[src/rtl/multicycle_controller.sv]
// multicycle_controller: main control FSM of the multi-cycle RV32I core.
// Sequences the shared ALU, memory and register file for lw, sw, R/I-ALU,
// beq/bne/blt/bge, jal, jalr and lui.
// Optional feature macro: MEM_HANDSHAKE_EN adds a mem_ready input that
// stalls FETCH, MEMREAD and MEMWRITE until memory responds.
module multicycle_controller #(
  parameter bit HALT_ON_ILLEGAL = 1'b1
) (
  input  logic       clk,
  input  logic       rst,
`ifdef MEM_HANDSHAKE_EN
  input  logic       mem_ready,
`endif
  input  logic [6:0] op,
  input  logic [2:0] funct3,
  input  logic       funct7b5,
  input  logic       zero,
  input  logic       neg,
  output logic       pc_write,
  output logic       adr_src,
  output logic       mem_write,
  output logic       ir_write,
  output logic [1:0] result_src,
  output logic [1:0] alu_src_a,
  output logic [1:0] alu_src_b,
  output logic [2:0] alu_control,
  output logic [2:0] imm_src,
  output logic       reg_write,
  output logic       illegal
);

  typedef enum logic [3:0] {
    FETCH, DECODE, MEMADR, MEMREAD, MEMWB, MEMWRITE, EXECR, EXECI,
    ALUWB, BRANCH, JAL, JALR1, JALR2, LUI, HALT
  } state_t;

  localparam logic [6:0] OP_LW   = 7'b0000011;
  localparam logic [6:0] OP_SW   = 7'b0100011;
  localparam logic [6:0] OP_R    = 7'b0110011;
  localparam logic [6:0] OP_I    = 7'b0010011;
  localparam logic [6:0] OP_BR   = 7'b1100011;
  localparam logic [6:0] OP_JAL  = 7'b1101111;
  localparam logic [6:0] OP_JALR = 7'b1100111;
  localparam logic [6:0] OP_LUI  = 7'b0110111;

  state_t state, state_nx;
  state_t ill_st;
  logic   rdy;
  logic   alu_ok, br_ok, taken;
  logic   pcw_raw, mw_raw, irw_raw, rw_raw;

`ifdef MEM_HANDSHAKE_EN
  assign rdy = mem_ready;
`else
  assign rdy = 1'b1;
`endif

  // Unknown encodings either park the core or are skipped as a NOP.
  assign ill_st = HALT_ON_ILLEGAL ? HALT : FETCH;

  // funct3 legality and branch condition from the ALU flags of rs1-rs2.
  always_comb begin
    alu_ok = 1'b1;
    br_ok  = 1'b1;
    taken  = 1'b0;
    case (funct3)
      3'b001, 3'b011, 3'b101: alu_ok = 1'b0;
      default:                alu_ok = 1'b1;
    endcase
    case (funct3)
      3'b000:  taken = zero;
      3'b001:  taken = ~zero;
      3'b100:  taken = neg;
      3'b101:  taken = ~neg;
      default: br_ok = 1'b0;
    endcase
  end

  // Next-state sequencing; memory states wait on rdy.
  always_comb begin
    state_nx = state;
    case (state)
      FETCH:    if (rdy) state_nx = DECODE;
      DECODE: begin
        case (op)
          OP_LW, OP_SW: state_nx = MEMADR;
          OP_R:         state_nx = EXECR;
          OP_I:         state_nx = EXECI;
          OP_BR:        state_nx = BRANCH;
          OP_JAL:       state_nx = JAL;
          OP_JALR:      state_nx = JALR1;
          OP_LUI:       state_nx = LUI;
          default:      state_nx = ill_st;
        endcase
      end
      MEMADR:   state_nx = (op == OP_SW) ? MEMWRITE : MEMREAD;
      MEMREAD:  if (rdy) state_nx = MEMWB;
      MEMWB:    state_nx = FETCH;
      MEMWRITE: if (rdy) state_nx = FETCH;
      EXECR,
      EXECI:    state_nx = alu_ok ? ALUWB : ill_st;
      ALUWB:    state_nx = FETCH;
      BRANCH:   state_nx = br_ok ? FETCH : ill_st;
      JAL:      state_nx = ALUWB;
      JALR1:    state_nx = JALR2;
      JALR2:    state_nx = ALUWB;
      LUI:      state_nx = FETCH;
      HALT:     state_nx = HALT;
      default:  state_nx = FETCH;
    endcase
  end

  // State register; reset aborts any instruction in flight.
  always_ff @(posedge clk or posedge rst) begin
    if (rst) state <= FETCH;
    else     state <= state_nx;
  end

  // Moore decode of datapath controls; enables gated by rst and rdy.
  always_comb begin
    pcw_raw     = 1'b0;
    mw_raw      = 1'b0;
    irw_raw     = 1'b0;
    rw_raw      = 1'b0;
    adr_src     = 1'b0;
    result_src  = 2'b00;
    alu_src_a   = 2'b00;
    alu_src_b   = 2'b00;
    alu_control = 3'b000;
    case (state)
      FETCH: begin
        irw_raw    = rdy;
        pcw_raw    = rdy;
        alu_src_b  = 2'b10;
        result_src = 2'b10;
      end
      DECODE: begin
        alu_src_a = 2'b01;
        alu_src_b = 2'b01;
      end
      MEMADR: begin
        alu_src_a = 2'b10;
        alu_src_b = 2'b01;
      end
      MEMREAD:  adr_src = 1'b1;
      MEMWB: begin
        result_src = 2'b01;
        rw_raw     = 1'b1;
      end
      MEMWRITE: begin
        adr_src = 1'b1;
        mw_raw  = rdy;
      end
      EXECR, EXECI: begin
        alu_src_a = 2'b10;
        alu_src_b = (state == EXECI) ? 2'b01 : 2'b00;
        case (funct3)
          3'b000:  alu_control = (state == EXECR && funct7b5) ? 3'b001 : 3'b000;
          3'b010:  alu_control = 3'b101;
          3'b100:  alu_control = 3'b100;
          3'b110:  alu_control = 3'b011;
          3'b111:  alu_control = 3'b010;
          default: alu_control = 3'b000;
        endcase
      end
      ALUWB:    rw_raw = 1'b1;
      BRANCH: begin
        alu_src_a   = 2'b10;
        alu_control = 3'b001;
        pcw_raw     = taken;
      end
      JAL, JALR2: begin
        alu_src_a = 2'b01;
        alu_src_b = 2'b10;
        pcw_raw   = 1'b1;
      end
      JALR1: begin
        alu_src_a = 2'b10;
        alu_src_b = 2'b01;
      end
      LUI: begin
        result_src = 2'b11;
        rw_raw     = 1'b1;
      end
      default: ;
    endcase
  end

  assign pc_write  = pcw_raw & ~rst;
  assign mem_write = mw_raw  & ~rst;
  assign ir_write  = irw_raw & ~rst;
  assign reg_write = rw_raw  & ~rst;
  assign illegal   = (state == HALT) & ~rst;

  // Immediate format follows the opcode directly, independent of state.
  always_comb begin
    case (op)
      OP_SW:   imm_src = 3'b001;
      OP_BR:   imm_src = 3'b010;
      OP_LUI:  imm_src = 3'b011;
      OP_JAL:  imm_src = 3'b100;
      default: imm_src = 3'b000;
    endcase
  end

endmodule
[config.mk]
export PLATFORM = sky130hd
export DESIGN_NAME = multicycle_controller
export DESIGN_NICKNAME = d
export VERILOG_FILES = /design/src/rtl/multicycle_controller.sv
export SDC_FILE = /design/constraint.sdc
export NUM_CORES = 1
export LEC_CHECK = 0
export CAP_MARGIN = 5
export CORE_ASPECT_RATIO = 0.7
export CORE_MARGIN = 5
export CORE_UTILIZATION = 30
export DETAILED_ROUTE_END_ITERATION = 12
export HOLD_SLACK_MARGIN = 0.03
export SLEW_MARGIN = 20
export SYNTH_ARGS = -nofsm -noshare
export SYNTH_HDL_FRONTEND = slang
export SYNTH_SLANG_ARGS = --single-unit
[constraint.sdc]
create_clock -name clk -period 3.7 [get_ports clk]
set_input_delay 0.74 -clock clk [delete_from_list [all_inputs] [get_ports clk]]
set_output_delay 0.74 -clock clk [all_outputs]
set_load 0.01 [all_outputs]
; ---- Word level (Yosys, flattened, before mapping)
; Cells that the tools add are included.
[classes]
n_eq_ne = 29
bitwise = 8
reduce_logical = 14
n_mux = 20
[ops]
columns = operator, n
row1 = 4-bit one-hot mux with 9 select lines, 1
row2 = 4-bit == test (second input constant), 7
row3 = 4-bit one-hot mux with 7 select lines, 1
row4 = 7-bit by 6-bit == test with 1-bit output (second input constant), 3
row5 = 7-bit == test (second input constant), 3
row6 = 4-bit by 3-bit == test with 1-bit output (second input constant), 4
row7 = 3-bit one-hot mux with 5 select lines, 1
row8 = 3-bit OR reduction, 5
row9 = 3-bit == test (second input constant), 4
row10 = 2-bit one-hot mux with 3 select lines, 2
row11 = 3-bit one-hot mux with 4 select lines, 1
row12 = 4-bit by 2-bit == test with 1-bit output (second input constant), 2
row13 = 2-bit OR reduction, 4
row14 = 7-bit by 2-bit == test with 1-bit output (second input constant), 1
row15 = 7-bit by 5-bit == test with 1-bit output (second input constant), 1
row16 = 1-bit 2-to-1 mux, 7
row17 = 3-bit by 2-bit == test with 1-bit output (second input constant), 2
row18 = 3-bit 2-to-1 mux, 2
row19 = 3-bit one-hot mux with 2 select lines, 1
row20 = 1-bit AND, 5
row21 = 5-bit OR reduction, 1
row22 = 4-bit by 1-bit == test with 1-bit output (second input constant), 1
row23 = 4-bit logical NOT, 1
row24 = 4-bit 2-to-1 mux, 1
row25 = other kinds (8), 10
[word_totals]
inputBits = 15
ff_bits = 4
out_inout_bits = 18
wordCells = 72

; ---- Depth between registers and ports, before layout
[logic_depth]
depth_word = 5
ltp_mapped = 5
ltp_nobuf = 4

; ---- Worst setup path before layout
; No wires, ideal clock.
[synth_timing]
kind = input port to output port
from = input port funct3[2]
to = output port pc_write
setup_slack_ps = 1622
cell_stages = 4
arrival_time_ps = 1338
required_ps = 2960
path_buffers = 0
cell_sequence = mux2i_1 -> xor2_1 -> nor4_1 -> o21a_1
[synth_between]
elab_chain_cells = 4
word_cells_on_any_way = 7
classes_between = eq/ne: 3 / mux: 2 / bitwise: 1 / reduce/logical: 1
[synth_lines]
columns = element, line_no
row1 = from (decl), 15  ; input logic [2:0] funct3,
row2 = "3-bit == test, or another cell as far along", 70  ; case (funct3)
row3 = 1-bit one-hot mux with 4 select lines *, 70
row4 = 1-bit one-hot mux with 2 select lines *, 130  ; case (state)
row5 = 1-bit AND *, 189  ; assign pc_write = pcw_raw & ~rst;
row6 = to (decl), 19  ; output logic pc_write,
; Every way passes the cells marked *; elsewhere a longest branch is shown, timed or not.

; ---- Final worst setup path
; Ends and elaborated chain as after synthesis.

==> impl_results.html <==
<table>
<tr><th>Metric</th><th>Value</th></tr>
<tr><th colspan="2">Clock tree</th></tr>
<tr><td>Number of buffers added to fix hold violations after cts</td><td>0</td></tr>
<tr><td>Cts bufs inserted</td><td>3</td></tr>
<tr><td>Post-CTS setup buffers</td><td>0</td></tr>
<tr><td>Worst-Skew Late Latency</td><td>0.24 ns</td></tr>
<tr><td>Clock tree from TritonCTS</td><td>yes</td></tr>
<tr><td># resized after CTS</td><td>0</td></tr>
<tr><td>CTS Sinks</td><td>4</td></tr>
<tr><td>Clock tree buffer depth</td><td>2</td></tr>
<tr><td>Clk root buf</td><td>sky130_fd_sc_hd__clkbuf_4</td></tr>
<tr><td>Clock transition at path regs</td><td>0.04 ns</td></tr>
<tr><td># H-tree levels</td><td>1</td></tr>
<tr><th colspan="2">Setup path</th></tr>
<tr><td>FF-to-FF path depth</td><td>3</td></tr>
<tr><td>Crit path arrival time</td><td>2.49 ns</td></tr>
<tr><td>Cells along the critical path</td><td>clkdlybuf4s50_1, mux2i_1, xor2_1, nor4_1, o21a_1, clkdlybuf4s50_1</td></tr>
<tr><td>Required time of the worst setup path</td><td>2.96 ns</td></tr>
<tr><td>Critical R2R Launch</td><td>state[1]</td></tr>
<tr><td>Top delay family on crit path</td><td>buffers and inverters</td></tr>
<tr><td>Maximum fanout along the worst path</td><td>5</td></tr>
<tr><td>Endpoint of the worst-slack reg-to-reg timing path</td><td>state[2]</td></tr>
<tr><td>Element type at the critical path end</td><td>output port</td></tr>
<tr><td>Crit Path Category</td><td>in -&gt; out</td></tr>
<tr><td>Slowest stage cell, crit path</td><td>sky130_fd_sc_hd__clkdlybuf4s50_1</td></tr>
<tr><td>Element type at the critical path start</td><td>input pin</td></tr>
<tr><td>Path length in cells of the critical path</td><td>6</td></tr>
<tr><td>Number of buffer and inverter stages on the critical path</td><td>2</td></tr>
<tr><td>Register-to-register path setup slack</td><td>2.14 ns</td></tr>
<tr><td>Slowest cell delay on critical path</td><td>0.58 ns</td></tr>
<tr><td>Critical Path Most Common Cell</td><td>sky130_fd_sc_hd__clkdlybuf4s50_1</td></tr>
<tr><th colspan="2">Place</th></tr>
<tr><td>GPL Wtd Cong</td><td>0.8009</td></tr>
<tr><td>Post-DP Area</td><td>0.001008 mm²</td></tr>
<tr><td>Number of buffers inserted by port buffering</td><td>32</td></tr>
<tr><td>Post-Place Setup Slack</td><td>0.4552 ns</td></tr>
<tr><td>Detail Placement HPWL</td><td>1664 µm</td></tr>
<tr><td>Number of instances in the placed design</td><td>154</td></tr>
<tr><th colspan="2">Layout</th></tr>
<tr><td>Max FFs per register</td><td>4</td></tr>
<tr><td>Non-filler cells, final</td><td>157</td></tr>
<tr><td>Top Registers</td><td>state: 4 flops</td></tr>
<tr><td>Post-route cell area</td><td>0.001031 mm²</td></tr>
<tr><td>Filler Cell Count</td><td>211</td></tr>
<tr><td>Synthesis-to-layout area growth</td><td>52.59%</td></tr>
<tr><td>Biggest register</td><td>state</td></tr>
<tr><td>Antenna diode count</td><td>0</td></tr>
<tr><td>Layout cell share with drive strength beyond 1</td><td>0.08000</td></tr>
<tr><td>Final standard cell utilization of the core</td><td>0.4785</td></tr>
<tr><td>Final layout net count</td><td>142</td></tr>
<tr><th colspan="2">STA</th></tr>
<tr><td>Ratio of final minimum period to clock period</td><td>0.8722</td></tr>
<tr><td>Total setup violations reported at the end of the flow</td><td>0</td></tr>
<tr><td>Minimum period implied by the final worst setup slack</td><td>3.227 ns</td></tr>
<tr><td>Clock Skew</td><td>0.009076 ns</td></tr>
<tr><td>Highest clock frequency the design can meet</td><td>309.9 MHz</td></tr>
<tr><td>Hold violation count in the final report</td><td>0</td></tr>
<tr><td>Fin Hold WS</td><td>0.6618 ns</td></tr>
<tr><td>Final setup margin</td><td>0.4727 ns</td></tr>
<tr><td>Fin. max-slew vios</td><td>0</td></tr>
<tr><td>Total Negative Setup Slacks</td><td>0 ns</td></tr>
<tr><td>Setup repair after global routing missed its margin</td><td>no</td></tr>
<tr><td>Worst relative slew slack</td><td>0.6520</td></tr>
<tr><td>Least-Margin Pin Slew</td><td>0.5219 ns</td></tr>
<tr><th colspan="2">Logic synthesis</th></tr>
<tr><td>Top post-synthesis cells by area</td><td>sky130_fd_sc_hd__dfrtp_1, sky130_fd_sc_hd__nor2_1, sky130_fd_sc_hd__xor2_1</td></tr>
<tr><td>Top post-synthesis cells by count</td><td>sky130_fd_sc_hd__nor2_1, sky130_fd_sc_hd__nand2_1, sky130_fd_sc_hd__a21oi_1, sky130_fd_sc_hd__nor3_1, sky130_fd_sc_hd__nor4_1</td></tr>
<tr><td>Count of different cell masters after synthesis</td><td>40</td></tr>
<tr><td>Number of warnings reported in the yosys synthesis log</td><td>0</td></tr>
<tr><td>Seq cells post-synth</td><td>4</td></tr>
<tr><td>Share of Yosys cell area claimed by the top area cell type</td><td>0.1481</td></tr>
<tr><td>Cell accounting for the most synthesized area</td><td>sky130_fd_sc_hd__dfrtp_1</td></tr>
<tr><td>Syn Std Cell Area</td><td>675.6 µm²</td></tr>
<tr><td>Syn avg cell area</td><td>7.112 µm²</td></tr>
<tr><td>Number of synthesized flops with an enable pin</td><td>0</td></tr>
<tr><td>Async set-reset flop share out of synthesis</td><td>1.000</td></tr>
<tr><td>Sequential area share after synthesis</td><td>0.1481</td></tr>
<tr><td>Most common cell in the netlist</td><td>sky130_fd_sc_hd__nor2_1</td></tr>
<tr><td>Most frequently used flop master after synthesis</td><td>sky130_fd_sc_hd__dfrtp_1</td></tr>
<tr><td>Synth Net Count</td><td>110</td></tr>
<tr><td>Cells after synthesis</td><td>95</td></tr>
<tr><th colspan="2">Routing</th></tr>
<tr><td>Post-detailed-route wirelength per cell</td><td>13.23 µm</td></tr>
<tr><td>Total length of routed wires</td><td>2077 µm</td></tr>
<tr><td>Via-per-instance ratio</td><td>5.242</td></tr>
<tr><td>Initial DRC Count</td><td>70</td></tr>
<tr><td>Antenna Violating Nets Remaining</td><td>0</td></tr>
<tr><td>DR vias</td><td>823</td></tr>
<tr><td>DRC</td><td>0</td></tr>
<tr><td>Detailed Routing Iterations Pass 1</td><td>4</td></tr>
<tr><th colspan="2">Global route</th></tr>
<tr><td>Antenna violations before repair</td><td>0</td></tr>
<tr><td>Global-route wire length before repair</td><td>3387 µm</td></tr>
<tr><td>Overall routing resource usage</td><td>0.1312</td></tr>
<tr><td>Total congestion overflow</td><td>0</td></tr>
<tr><td>Maximum number of pins on one net before global-route repair</td><td>17</td></tr>
<tr><td>Vias in the first global route</td><td>691</td></tr>
<tr><th colspan="2">Power and ir drop</th></tr>
<tr><td>Internal power consumption</td><td>346.0 µW</td></tr>
<tr><td>Share of power burned in registers</td><td>0.186</td></tr>
<tr><td>Clock network power share</td><td>0.083</td></tr>
<tr><td>Overall power of the completed layout</td><td>650.9 µW</td></tr>
<tr><td>Switching part of the total power</td><td>0.4685</td></tr>
<tr><td>Switching power of the nets</td><td>304.9 µW</td></tr>
<tr><td>Gate power share</td><td>0.731</td></tr>
<tr><td>Power Density</td><td>631.3 mW/mm²</td></tr>
<tr><td>Worst IR drop on VDD</td><td>0.2016 mV</td></tr>
<tr><td>Static power due to leakage</td><td>0.3952 nW</td></tr>
<tr><th colspan="2">Die</th></tr>
<tr><td>Row cnt</td><td>14</td></tr>
<tr><td>Starting utilization of the core area</td><td>0.3136</td></tr>
<tr><td>Width of the chip</td><td>66.72 µm</td></tr>
<tr><td>Overall die area</td><td>0.003316 mm²</td></tr>
<tr><td>Core area</td><td>0.002155 mm²</td></tr>
<tr><td>Top-level port count</td><td>33</td></tr>
<tr><td>Die Y</td><td>49.71 µm</td></tr>
<tr><th colspan="2">Job</th></tr>
<tr><td>Max Cap Viol</td><td>0</td></tr>
<tr><th colspan="2">Hold path</th></tr>
<tr><td>Number of stages on the worst hold path</td><td>2</td></tr>
<tr><td>Worst Hold Path EP</td><td>state[0]</td></tr>
<tr><td>Type of the most critical hold path</td><td>reg -&gt; reg</td></tr>
<tr><td>Startpoint of the lowest-slack hold path</td><td>state[0]</td></tr>
<tr><th colspan="2">Status</th></tr>
<tr><td>Run status</td><td>finished clean</td></tr>
</table>
-- cell families after synthesis --
| family | Yosys count | share of synthesized area |
|---|---|---|
| AOI/OAI and AO/OA | 26 | 0.2815 |
| xor gates and xnor gates | 7 | 0.09074 |
| buffers and inverters | 11 | 0.07963 |
| DFF | 4 | 0.1482 |
| muxes | 2 | 0.02963 |
| and+or+nand+nor | 45 | 0.3704 |
-- worst max path at each step --
| stage | from | to |
|---|---|---|
| 5_1_grt | funct3[2] | pc_write |
| 2_1_floorplan | funct3[2] | pc_write |
| 3_5_place_dp | funct3[2] | pc_write |
| 6_report | funct3[2] | pc_write |
| 3_3_place_gp | funct3[2] | pc_write |
| 4_1_cts | funct3[2] | pc_write |
-- final cells by class --
type	count	area, µm²	area share
tap	32	40.04	0.03883
sequential	4	100.1	0.09709
timing repair buffer	33	327.8	0.3180
multi-input combinational	80	521.8	0.5061
clock buffer	3	22.52	0.02184
inverter	5	18.77	0.01820
-- power groups by stage --
stage | registers [mW] | logic (mW) | clock network [mW]
2_1_floorplan | 0.0824 | 0.318 | 0
3_3_place_gp | 0.124 | 0.479 | 0
3_5_place_dp | 0.120 | 0.475 | 0
4_1_cts | 0.120 | 0.477 | 0.0563
5_1_grt | 0.126 | 0.525 | 0.0589
6_report | 0.121 | 0.476 | 0.0540
-- metal layers --
layer  global-route usage  routed length (µm)
met1               0.2030                1009
met2               0.1743                 895
met3              0.03636                 152
met4              0.03041                  20
met5                    0                   0
-- worst reg2reg max path: stages, from the launching register on --
cell and delay (ns):
sky130_fd_sc_hd__dfrtp_1 0.66, sky130_fd_sc_hd__or2b_2 0.39, sky130_fd_sc_hd__o32a_1 0.36, sky130_fd_sc_hd__nand3_1 0.07
-- cells in the final DEF (no fill, tap or decap), types with 3 or more instances in the layout --
master / n
sky130_fd_sc_hd__nor3_1: 5
sky130_fd_sc_hd__nand2b_1: 4
sky130_fd_sc_hd__clkdlybuf4s50_1: 32
sky130_fd_sc_hd__nor2_1: 13
sky130_fd_sc_hd__o21a_1: 3
sky130_fd_sc_hd__xnor2_1: 3
sky130_fd_sc_hd__dfrtp_1: 4
sky130_fd_sc_hd__clkbuf_4: 3
sky130_fd_sc_hd__nand2_1: 7
sky130_fd_sc_hd__xor2_1: 4
sky130_fd_sc_hd__nor4_1: 5
sky130_fd_sc_hd__a21oi_1: 5
sky130_fd_sc_hd__inv_1: 3
(Power assumes the default switching activity.)
